===== src/rtl/merge_fifo_pkg.sv =====
// merge_fifo_pkg: shared widths, depth defaults and the merged-word layout
// used by busmerge and merge_fifo.
// Latency: n/a (constants, types and helper functions only).
// Backpressure: n/a.
package merge_fifo_pkg;

  // Field widths of the busmerge output q = {da, db}.
  localparam int MERGE_DA_WIDTH = 48;
  localparam int MERGE_DB_WIDTH = 64;
  localparam int MERGE_WIDTH    = MERGE_DA_WIDTH + MERGE_DB_WIDTH;

  // Default buffer geometry: 2**3 = 8 words, almost_full at 6.
  localparam int MERGE_FIFO_ADDR_WIDTH  = 3;
  localparam int MERGE_FIFO_DEPTH       = 1 << MERGE_FIFO_ADDR_WIDTH;
  localparam int MERGE_FIFO_AFULL_LEVEL = 6;

  // Width of the saturating dropped-write counter.
  localparam int DROP_CNT_WIDTH = 16;

  // Packed view of a merged word. da sits in the upper bits, so a plain
  // cast between this struct and a MERGE_WIDTH vector keeps bit positions.
  typedef struct packed {
    logic [MERGE_DA_WIDTH-1:0] da;
    logic [MERGE_DB_WIDTH-1:0] db;
  } merge_word_t;

  // Increment that holds at all-ones instead of wrapping to zero.
  function automatic logic [DROP_CNT_WIDTH-1:0] sat_inc(
    input logic [DROP_CNT_WIDTH-1:0] v
  );
    if (&v) begin
      return v;
    end
    return v + {{(DROP_CNT_WIDTH-1){1'b0}}, 1'b1};
  endfunction

endpackage


===== src/rtl/merge_fifo_mem.sv =====
// merge_fifo_mem: simple dual-port RAM, DATA_WIDTH x 2**ADDR_WIDTH, with one
// synchronous write port and one synchronous (registered) read port.
// Latency: read data appears one cycle after rd_en_i; no backpressure.
// Ports:
//   clk, rst         - clock and synchronous active-high reset (read register only)
//   wr_en_i/addr/data - write port; stores wr_data_i at wr_addr_i on the edge
//   rd_en_i/addr      - read port; rd_data_o loads mem[rd_addr_i] on the edge
//   rd_data_o         - registered read data; holds when rd_en_i is low
module merge_fifo_mem
  import merge_fifo_pkg::*;
#(
  parameter int DATA_WIDTH = MERGE_WIDTH,
  parameter int ADDR_WIDTH = MERGE_FIFO_ADDR_WIDTH
) (
  input  logic                  clk,
  input  logic                  rst,
  input  logic                  wr_en_i,
  input  logic [ADDR_WIDTH-1:0] wr_addr_i,
  input  logic [DATA_WIDTH-1:0] wr_data_i,
  input  logic                  rd_en_i,
  input  logic [ADDR_WIDTH-1:0] rd_addr_i,
  output logic [DATA_WIDTH-1:0] rd_data_o
);

  localparam int DEPTH = 1 << ADDR_WIDTH;

  // Storage array is deliberately never reset so it maps onto RAM primitives.
  logic [DATA_WIDTH-1:0] mem_q [DEPTH];
  logic [DATA_WIDTH-1:0] rd_data_q;

  always_ff @(posedge clk) begin
    if (wr_en_i) begin
      mem_q[wr_addr_i] <= wr_data_i;
    end
  end

  // Read-before-write: when a full FIFO reads and writes the same slot in one
  // cycle, the read returns the old word, which is the one being popped.
  always_ff @(posedge clk) begin
    if (rst) begin
      rd_data_q <= '0;
    end else if (rd_en_i) begin
      rd_data_q <= mem_q[rd_addr_i];
    end
  end

  assign rd_data_o = rd_data_q;

endmodule


===== src/rtl/merge_fifo.sv =====
// merge_fifo: 8-deep buffer for the 112-bit busmerge word {da, db}, with
// occupancy flags, overflow/underflow pulses and a saturating drop counter.
// Latency: read data one cycle after rd_en; a word written at edge N is
// readable at edge N+1. Backpressure: writes to a full FIFO are dropped
// (overflow pulse, drop_cnt++) unless a read frees a slot in the same cycle;
// reads of an empty FIFO are refused (underflow pulse).
// Ports:
//   clk, rst             - clock, synchronous active-high reset
//   din, wr_en           - write word and strobe
//   rd_en                - read strobe
//   dout, dout_valid     - registered read data and its one-cycle valid
//   full, empty, almost_full, count - occupancy (decoded from registered count)
//   overflow, underflow  - registered one-cycle error pulses
//   drop_cnt             - saturating count of dropped writes
module merge_fifo
  import merge_fifo_pkg::*;
#(
  parameter int DATA_WIDTH  = MERGE_WIDTH,
  parameter int ADDR_WIDTH  = MERGE_FIFO_ADDR_WIDTH,
  parameter int AFULL_LEVEL = MERGE_FIFO_AFULL_LEVEL
) (
  input  logic                      clk,
  input  logic                      rst,
  input  logic [DATA_WIDTH-1:0]     din,
  input  logic                      wr_en,
  input  logic                      rd_en,
  output logic [DATA_WIDTH-1:0]     dout,
  output logic                      dout_valid,
  output logic                      full,
  output logic                      empty,
  output logic                      almost_full,
  output logic [ADDR_WIDTH:0]       count,
  output logic                      overflow,
  output logic                      underflow,
  output logic [DROP_CNT_WIDTH-1:0] drop_cnt
);

  localparam int                DEPTH     = 1 << ADDR_WIDTH;
  localparam logic [ADDR_WIDTH:0] DEPTH_CNT = (ADDR_WIDTH+1)'(DEPTH);
  localparam logic [ADDR_WIDTH:0] AFULL_CNT = (ADDR_WIDTH+1)'(AFULL_LEVEL);
  localparam logic [ADDR_WIDTH:0] CNT_ONE   = (ADDR_WIDTH+1)'(1);
  localparam logic [ADDR_WIDTH-1:0] PTR_ONE = ADDR_WIDTH'(1);

  // Registered state and next-state.
  logic [ADDR_WIDTH-1:0]     wr_ptr_q,     wr_ptr_d;
  logic [ADDR_WIDTH-1:0]     rd_ptr_q,     rd_ptr_d;
  logic [ADDR_WIDTH:0]       count_q,      count_d;
  logic [DROP_CNT_WIDTH-1:0] drop_cnt_q,   drop_cnt_d;
  logic                      dout_valid_q, dout_valid_d;
  logic                      overflow_q,   overflow_d;
  logic                      underflow_q,  underflow_d;

  // Handshake decode for this cycle.
  logic rd_acc;
  logic wr_acc;
  logic wr_drop;
  logic rd_refuse;

  // Flags come straight off the registered count, so they never glitch
  // with respect to clk.
  assign empty       = (count_q == '0);
  assign full        = (count_q == DEPTH_CNT);
  assign almost_full = (count_q >= AFULL_CNT);

  // A full FIFO still takes a write when a read frees a slot in the same
  // cycle; an empty FIFO never bypasses the incoming word to dout.
  assign rd_acc    = rd_en && !empty;
  assign wr_acc    = wr_en && (!full || rd_acc);
  assign wr_drop   = wr_en && !wr_acc;
  assign rd_refuse = rd_en && empty;

  always_comb begin
    wr_ptr_d     = wr_ptr_q;
    rd_ptr_d     = rd_ptr_q;
    count_d      = count_q;
    drop_cnt_d   = drop_cnt_q;
    dout_valid_d = rd_acc;
    overflow_d   = wr_drop;
    underflow_d  = rd_refuse;

    // Pointers wrap naturally at 2**ADDR_WIDTH.
    if (wr_acc) begin
      wr_ptr_d = wr_ptr_q + PTR_ONE;
    end
    if (rd_acc) begin
      rd_ptr_d = rd_ptr_q + PTR_ONE;
    end

    unique case ({wr_acc, rd_acc})
      2'b10:   count_d = count_q + CNT_ONE;
      2'b01:   count_d = count_q - CNT_ONE;
      default: count_d = count_q;
    endcase

    if (wr_drop) begin
      drop_cnt_d = sat_inc(drop_cnt_q);
    end
  end

  always_ff @(posedge clk) begin
    if (rst) begin
      wr_ptr_q     <= '0;
      rd_ptr_q     <= '0;
      count_q      <= '0;
      drop_cnt_q   <= '0;
      dout_valid_q <= 1'b0;
      overflow_q   <= 1'b0;
      underflow_q  <= 1'b0;
    end else begin
      wr_ptr_q     <= wr_ptr_d;
      rd_ptr_q     <= rd_ptr_d;
      count_q      <= count_d;
      drop_cnt_q   <= drop_cnt_d;
      dout_valid_q <= dout_valid_d;
      overflow_q   <= overflow_d;
      underflow_q  <= underflow_d;
    end
  end

  // Reset must also block RAM writes so it overrides a same-cycle wr_en.
  merge_fifo_mem #(
    .DATA_WIDTH (DATA_WIDTH),
    .ADDR_WIDTH (ADDR_WIDTH)
  ) u_mem (
    .clk       (clk),
    .rst       (rst),
    .wr_en_i   (wr_acc && !rst),
    .wr_addr_i (wr_ptr_q),
    .wr_data_i (din),
    .rd_en_i   (rd_acc && !rst),
    .rd_addr_i (rd_ptr_q),
    .rd_data_o (dout)
  );

  assign count      = count_q;
  assign drop_cnt   = drop_cnt_q;
  assign dout_valid = dout_valid_q;
  assign overflow   = overflow_q;
  assign underflow  = underflow_q;

endmodule


===== config.mk =====
export PLATFORM = sky130hd
export DESIGN_NAME = merge_fifo
export DESIGN_NICKNAME = d
export VERILOG_FILES = /design/src/rtl/merge_fifo_pkg.sv /design/src/rtl/merge_fifo_mem.sv /design/src/rtl/merge_fifo.sv
export SDC_FILE = /design/constraint.sdc
export NUM_CORES = 1
export LEC_CHECK = 0
export CAP_MARGIN = 0
export CORE_ASPECT_RATIO = 0.75
export CORE_MARGIN = 10
export CORE_UTILIZATION = 55
export CTS_CLUSTER_DIAMETER = 150
export DETAILED_ROUTE_END_ITERATION = 7
export DONT_BUFFER_PORTS = 1
export PLACE_DENSITY = 0.73
export SYNTH_ARGS = -nofsm -noshare
export SYNTH_HDL_FRONTEND = slang
export SYNTH_SLANG_ARGS = --single-unit

===== constraint.sdc =====
create_clock -name clk -period 13.2 [get_ports clk]
set_input_delay 0.66 -clock clk [delete_from_list [all_inputs] [get_ports clk]]
set_output_delay 0.66 -clock clk [all_outputs]
set_load 0.02 [all_outputs]

==> impl_metrics.tcl, run 1 <==
set metrics [dict create \
    status "finished, final reports clean" \
    drive_above_1_share_pct 22.0 \
    routabilityCongestion 0.759 \
    die_width_um 326 \
    synth_common_cells "896 x edfxtp_1, 224 x mux4_2, 141 x dfxtp_1, 113 x mux2i_1, 110 x nor2_1" \
    num-fill-cells 4763 \
    fin_crit_ns 4.13 \
    wirelength_mm 80.8 \
    required_ns 13.46 \
    cp_max_fo 54 \
    ant_nets 0 \
    die_h_um 250 \
    dp.cells 2724 \
    peakVddDrop_v 0.000106 \
    async_flop_share_pct 0 \
    end_kind "flip-flop" \
    finalSetupViolCount 0 \
    slew_viol_final 0 \
    avgRoutedWirePerCell_um 27.8 \
    synth.most_common_cell "edfxtp_1" \
    drc 0 \
    synth.distinct_cells 56 \
    syn_area_per_cell_um2 20.8 \
    yosysSeqAreaShare_pct 77.0 \
    finalHoldViolations 0 \
    start_util_pct 55.3 \
    cts_buffers 96 \
    clk_pin_slew_ns 0.07 \
    grt_pass1_wl_mm 121 \
    final-seq-area_um2 29700 \
    synth_edf_count 896 \
    area_growth_syn_to_layout_pct 11.1 \
    clock_skew_ns 0.0153 \
    cts_tree "done" \
    grt_usage_pct 19.7 \
    totalPowerFinal_mw 8.20 \
    rows 84 \
    final.setup.tns_ns 0 \
    cts_sinks 1037 \
    yosys.area.top_type "edfxtp_1" \
    final_area_um2 42900 \
    port_buffers 0 \
    worst_slew_pin_slew_ns 1.18 \
    htreeDepth 3 \
    cts_buffer_depth 3 \
    critical_path_class "flip-flop to flip-flop" \
    grt_pass1_vias 18400 \
    synth-seq-cells 1037 \
    clk-insertion-delay-late_ns 0.65 \
    yosys_warnings 0 \
    cts_resized 0 \
    firstDrtPassIters 5 \
    synth_flop_cell "edfxtp_1" \
    grt.overflow.total 0 \
    drt_first_iter_violations 1329 \
    dpl_cell_area_um2 39700 \
    slew_headroom_pct 21.7 \
    cts_hold_buf 0 \
    min_path_type "input pin to flip-flop" \
    maxCapViolCount 0 \
    rsz0062_at_grt "no" \
    nNetsFinal 1998 \
    root_buffer "clkbuf_16" \
    grt_antenna_before_repair 1 \
    place_hpwl_mm 42.8 \
    pin_count 254 \
    viasPerCell 6.14 \
    netlist_area_um2 38600 \
    leakagePower_nw 13.0 \
    vias 17800 \
    post_cts_buffers 0 \
    core_area_um2 69800 \
    powerDensity_nw_per_um2 191 \
    synthTopCellsByArea "edfxtp_1 70%, mux4_2 13%, dfxtp_1 7.3%, mux2i_1 2.9%, a211oi_1 1.9%" \
    critPathLaunchType "flip-flop" \
    clock.fmax_ghz 0.242 \
    synth_top_area_share_pct 69.7 \
    fin_cells 2903 \
    die_area_um2 81300 \
    grt_max_degree 129 \
    fin_crit_sh_pct 31.3 \
    layout_setup_ws_ns 9.07 \
    synth_nets 1980 \
    syn_inst 1858 \
    multi_input_area_um2 8460 \
    cp.arrival_ns 4.39 \
    place_ws_ns 8.99 \
]
-- area by class of cell --
class,instances,share of cell area (%)
clock inverter,47,1.20
clock buffer,131,6.36
inverter,8,0.0816
tap,946,2.76
multi-input combinational,706,19.7
antenna,1,0.00583
timing repair buffer,27,0.589
sequential,1037,69.3
-- logic make-up (layout without fill, tap and decap cells) --
group	Yosys count	count (layout)	share of synthesized area (%)
DFF	1037	1037	77.0
other	0	1	0
AOI/OAI and AO/OA	175	175	3.14
adders and majority gates	6	6	0.214
muxes	343	343	16.2
xor gates and xnor gates	5	5	0.113
and+or+nand+nor	177	177	2.10
buffers and inverters	115	213	1.31
-- power by group --
group          switching, mW  total (mW)  internal [mW]
Combinational          0.622        1.26          0.637
Clock                   1.17        2.80           1.63
Sequential             0.374        4.13           3.76
Total                   2.17        8.20           6.03
-- worst max-delay path, stage by stage, from the launching register on --
cell and delay, ns:
dfxtp_1 0.70, or4b_4 0.30, o21a_1 0.19, nand2_1 0.22
nor2_4 0.69, buf_4 0.69, buf_4 0.88
-- cell usage in the layout (no fill, tap or decap), drive strengths merged, types with 4 or more instances in the layout --
cell type	netlist	layout
nand4	6	6
nor2	110	110
o31ai	4	4
mux2i	113	113
mux2	6	6
o21ai	22	22
nor3	5	5
nor2b	7	7
a211oi	97	97
edfxtp	896	896
ha	5	5
nor4	5	5
a21oi	29	29
clkbuf	66	131
buf	41	27
nand2	19	19
inv	6	9
clkinv	2	31
nand3	9	9
mux4	224	224
or4	4	4
dfxtp	141	141
bufinv	0	9
clkinvlp	0	6
a21o	4	4
-- per-layer routing --
metal / routed length, um / track usage [%] / up-vias
met3: 7620 / 7.13 / 111
met5: 0 / 0 / -
li1: - / - / 7717
met1: 34100 / 26.6 / 9444
met4: 1410 / 4.68 / 0
met2: 37700 / 30.6 / 557
-- registers in the layout (all words and copies together), names as in the netlist --
register,cells
dout_valid,1
count,4
drop_cnt,16
wr_ptr_q,3
u_mem.mem_q,896
u_mem.rd_data_o,112
underflow,1
overflow,1
rd_ptr_q,3
-- per-stage QoR --
stage	utilization (%)	hold WS, ns
global route	61.5	0.0457
detailed placement	56.8	0.594
floorplan	-	0.525
CTS	61.5	0.0528
global placement	56.8	0.593
finish	61.5	0.0879
-- final timing paths --
check,start,end,slack [ns],depth (start not counted)
setup / recovery,count[0],u_mem.mem_q[6][71],9.07,6
hold / removal,rst,overflow,0.09,1
setup reg to reg,count[0],u_mem.mem_q[6][71],9.07,6
hold reg to reg,u_mem.rd_data_o[35],u_mem.rd_data_o[35],0.60,2
(Power assumes the default switching activity.)
==> run 2, diff against run 1 <==
==> constraint.sdc (replaced) <==
create_clock -name clk -period 3.35 [get_ports clk]
set_input_delay 0.1675 -clock clk [delete_from_list [all_inputs] [get_ports clk]]
set_output_delay 0.1675 -clock clk [all_outputs]
set_load 0.02 [all_outputs]
==> impl_metrics.tcl, run 2 (synthesis gave the netlist of run 1 again) <==
set metrics [dict create \
    status "finished, final reports clean" \
    peakVddDrop_v 0.000477 \
    grt_pass1_vias 18900 \
    slew_headroom_pct 28.8 \
    root_buffer "clkbuf_16" \
    finalSetupViolCount 0 \
    grt_pass1_wl_mm 121 \
    worst_slew_pin_slew_ns 1.07 \
    layout_setup_ws_ns 0.671 \
    cts_buffer_depth 3 \
    grt_usage_pct 19.3 \
    clk-insertion-delay-late_ns 0.65 \
    powerDensity_nw_per_um2 732 \
    slew_viol_final 0 \
    viasPerCell 6.06 \
    nNetsFinal 2127 \
    grt_antenna_before_repair 11 \
    port_buffers 0 \
    cts_buffers 94 \
    clock_skew_ns 0.0190 \
    mostFrequentLayoutCells "896 x edfxtp_1, 224 x mux4_2, 133 x dfxtp_1, 117 x dlygate4sd3_1, 113 x mux2i_1" \
    core_area_um2 69800 \
    die_width_um 326 \
    leakagePower_nw 13.6 \
    place_hpwl_mm 42.2 \
    final_common_cell "edfxtp_1" \
    maxCapViolCount 0 \
    critical_path_class "flip-flop to flip-flop" \
    avgRoutedWirePerCell_um 26.1 \
    end_kind "flip-flop" \
    fin_cells 3038 \
    num-fill-cells 4684 \
    top_register "u_mem.mem_q" \
    htreeDepth 3 \
    place_ws_ns 0.676 \
    rsz0062_at_grt "no" \
    clk_pin_slew_ns 0.07 \
    largest_register_ffs 896 \
    drive_above_1_share_pct 20.9 \
    area_growth_syn_to_layout_pct 14.9 \
    die_h_um 250 \
    min_path_type "input pin to flip-flop" \
    cts_sinks 1037 \
    dp.cells 2737 \
    cp_max_fo 156 \
    pin_count 254 \
    totalPowerFinal_mw 32.5 \
    required_ns 3.85 \
    hold_ws_ns 0.0403 \
    finalHoldViolations 0 \
    start_util_pct 55.3 \
    grt.overflow.total 0 \
    critPathLaunchType "flip-flop" \
    multi_input_area_um2 8500 \
    clock.fmax_ghz 0.373 \
    wirelength_mm 79.4 \
    firstDrtPassIters 5 \
    grt_max_degree 157 \
    fin_crit_ns 2.68 \
    drc 0 \
    ant_nets 0 \
    drt_first_iter_violations 1566 \
    fin_crit_sh_pct 80.0 \
    die_area_um2 81300 \
    final-seq-area_um2 29700 \
    vias 18400 \
    rows 84 \
    cp.arrival_ns 3.18 \
    routabilityCongestion 0.755 \
    cts_tree "done" \
]
-- run 2: cell count changes in the layout (fill, tap and decap cells not counted), sizes merged, moves of 2 or more --
cell,previous run,this run
buf,27,41
bufinv,9,11
clkinv,31,29
clkinvlp,6,3
diode,1,7
dlygate4sd3,0,117
-- run 2: final cells by class --
class                      count  share of cell area, %
sequential                  1037                   67.0
multi-input combinational    706                   19.2
clock buffer                 131                   5.89
timing repair buffer         158                   3.94
tap                          946                   2.67
clock inverter                45                   1.18
inverter                       8                 0.0790
antenna                        7                 0.0395
-- run 2: power by group --
| group | internal (mW) | switching, mW |
|---|---|---|
| Clock | 6.31 | 4.54 |
| Sequential | 14.8 | 1.30 |
| Combinational | 2.69 | 2.80 |
| Total | 23.8 | 8.64 |
-- run 2: final timing paths --
check / start / end / slack (ns) / cells after the start
max: count[3] / count[3] / 0.67 / 6
min: rst / drop_cnt[9] / 0.04 / 2
max reg2reg: count[3] / count[3] / 0.67 / 6
min reg2reg: wr_ptr_q[1] / wr_ptr_q[1] / 0.59 / 2
-- run 2: what timing repair did --
item                                   in CTS  in global routing
hold buffers                              118                  0
setup buffers                               0                  0
resized for setup                           0                  0
endpoints found under the hold margin    1015                  0
-- run 2: through the flow --
| stage | setup TNS [ns] | instance area, um2 | util, % |
|---|---|---|---|
| after global placement | 0 | 40000 | 57.3 |
| after global routing | 0 | 44400 | 63.6 |
| after detailed placement | 0 | 40000 | 57.3 |
| after floorplan | -961.91 | 38700 | - |
| final | 0 | 44400 | 63.6 |
| after CTS | 0 | 44400 | 63.6 |
-- run 2: worst max-delay path, stage by stage (launching register included) --
cell and delay, ns:
dfxtp_2 0.48, o41a_4 0.23, buf_12 0.48, buf_4 0.71, a221oi_1 0.21, a22oi_1 0.18
o211ai_1 0.11
-- run 2: routing by layer --
| metal | up-vias | part of all wire [%] | track usage, % |
|---|---|---|---|
| met2 | 614 | 47 | 30.2 |
| met4 | 12 | 1.6 | 4.52 |
| met5 | - | 0.091 | 0 |
| met3 | 110 | 7.7 | 5.02 |
| met1 | 9691 | 43 | 27.3 |
| li1 | 7992 | - | - |
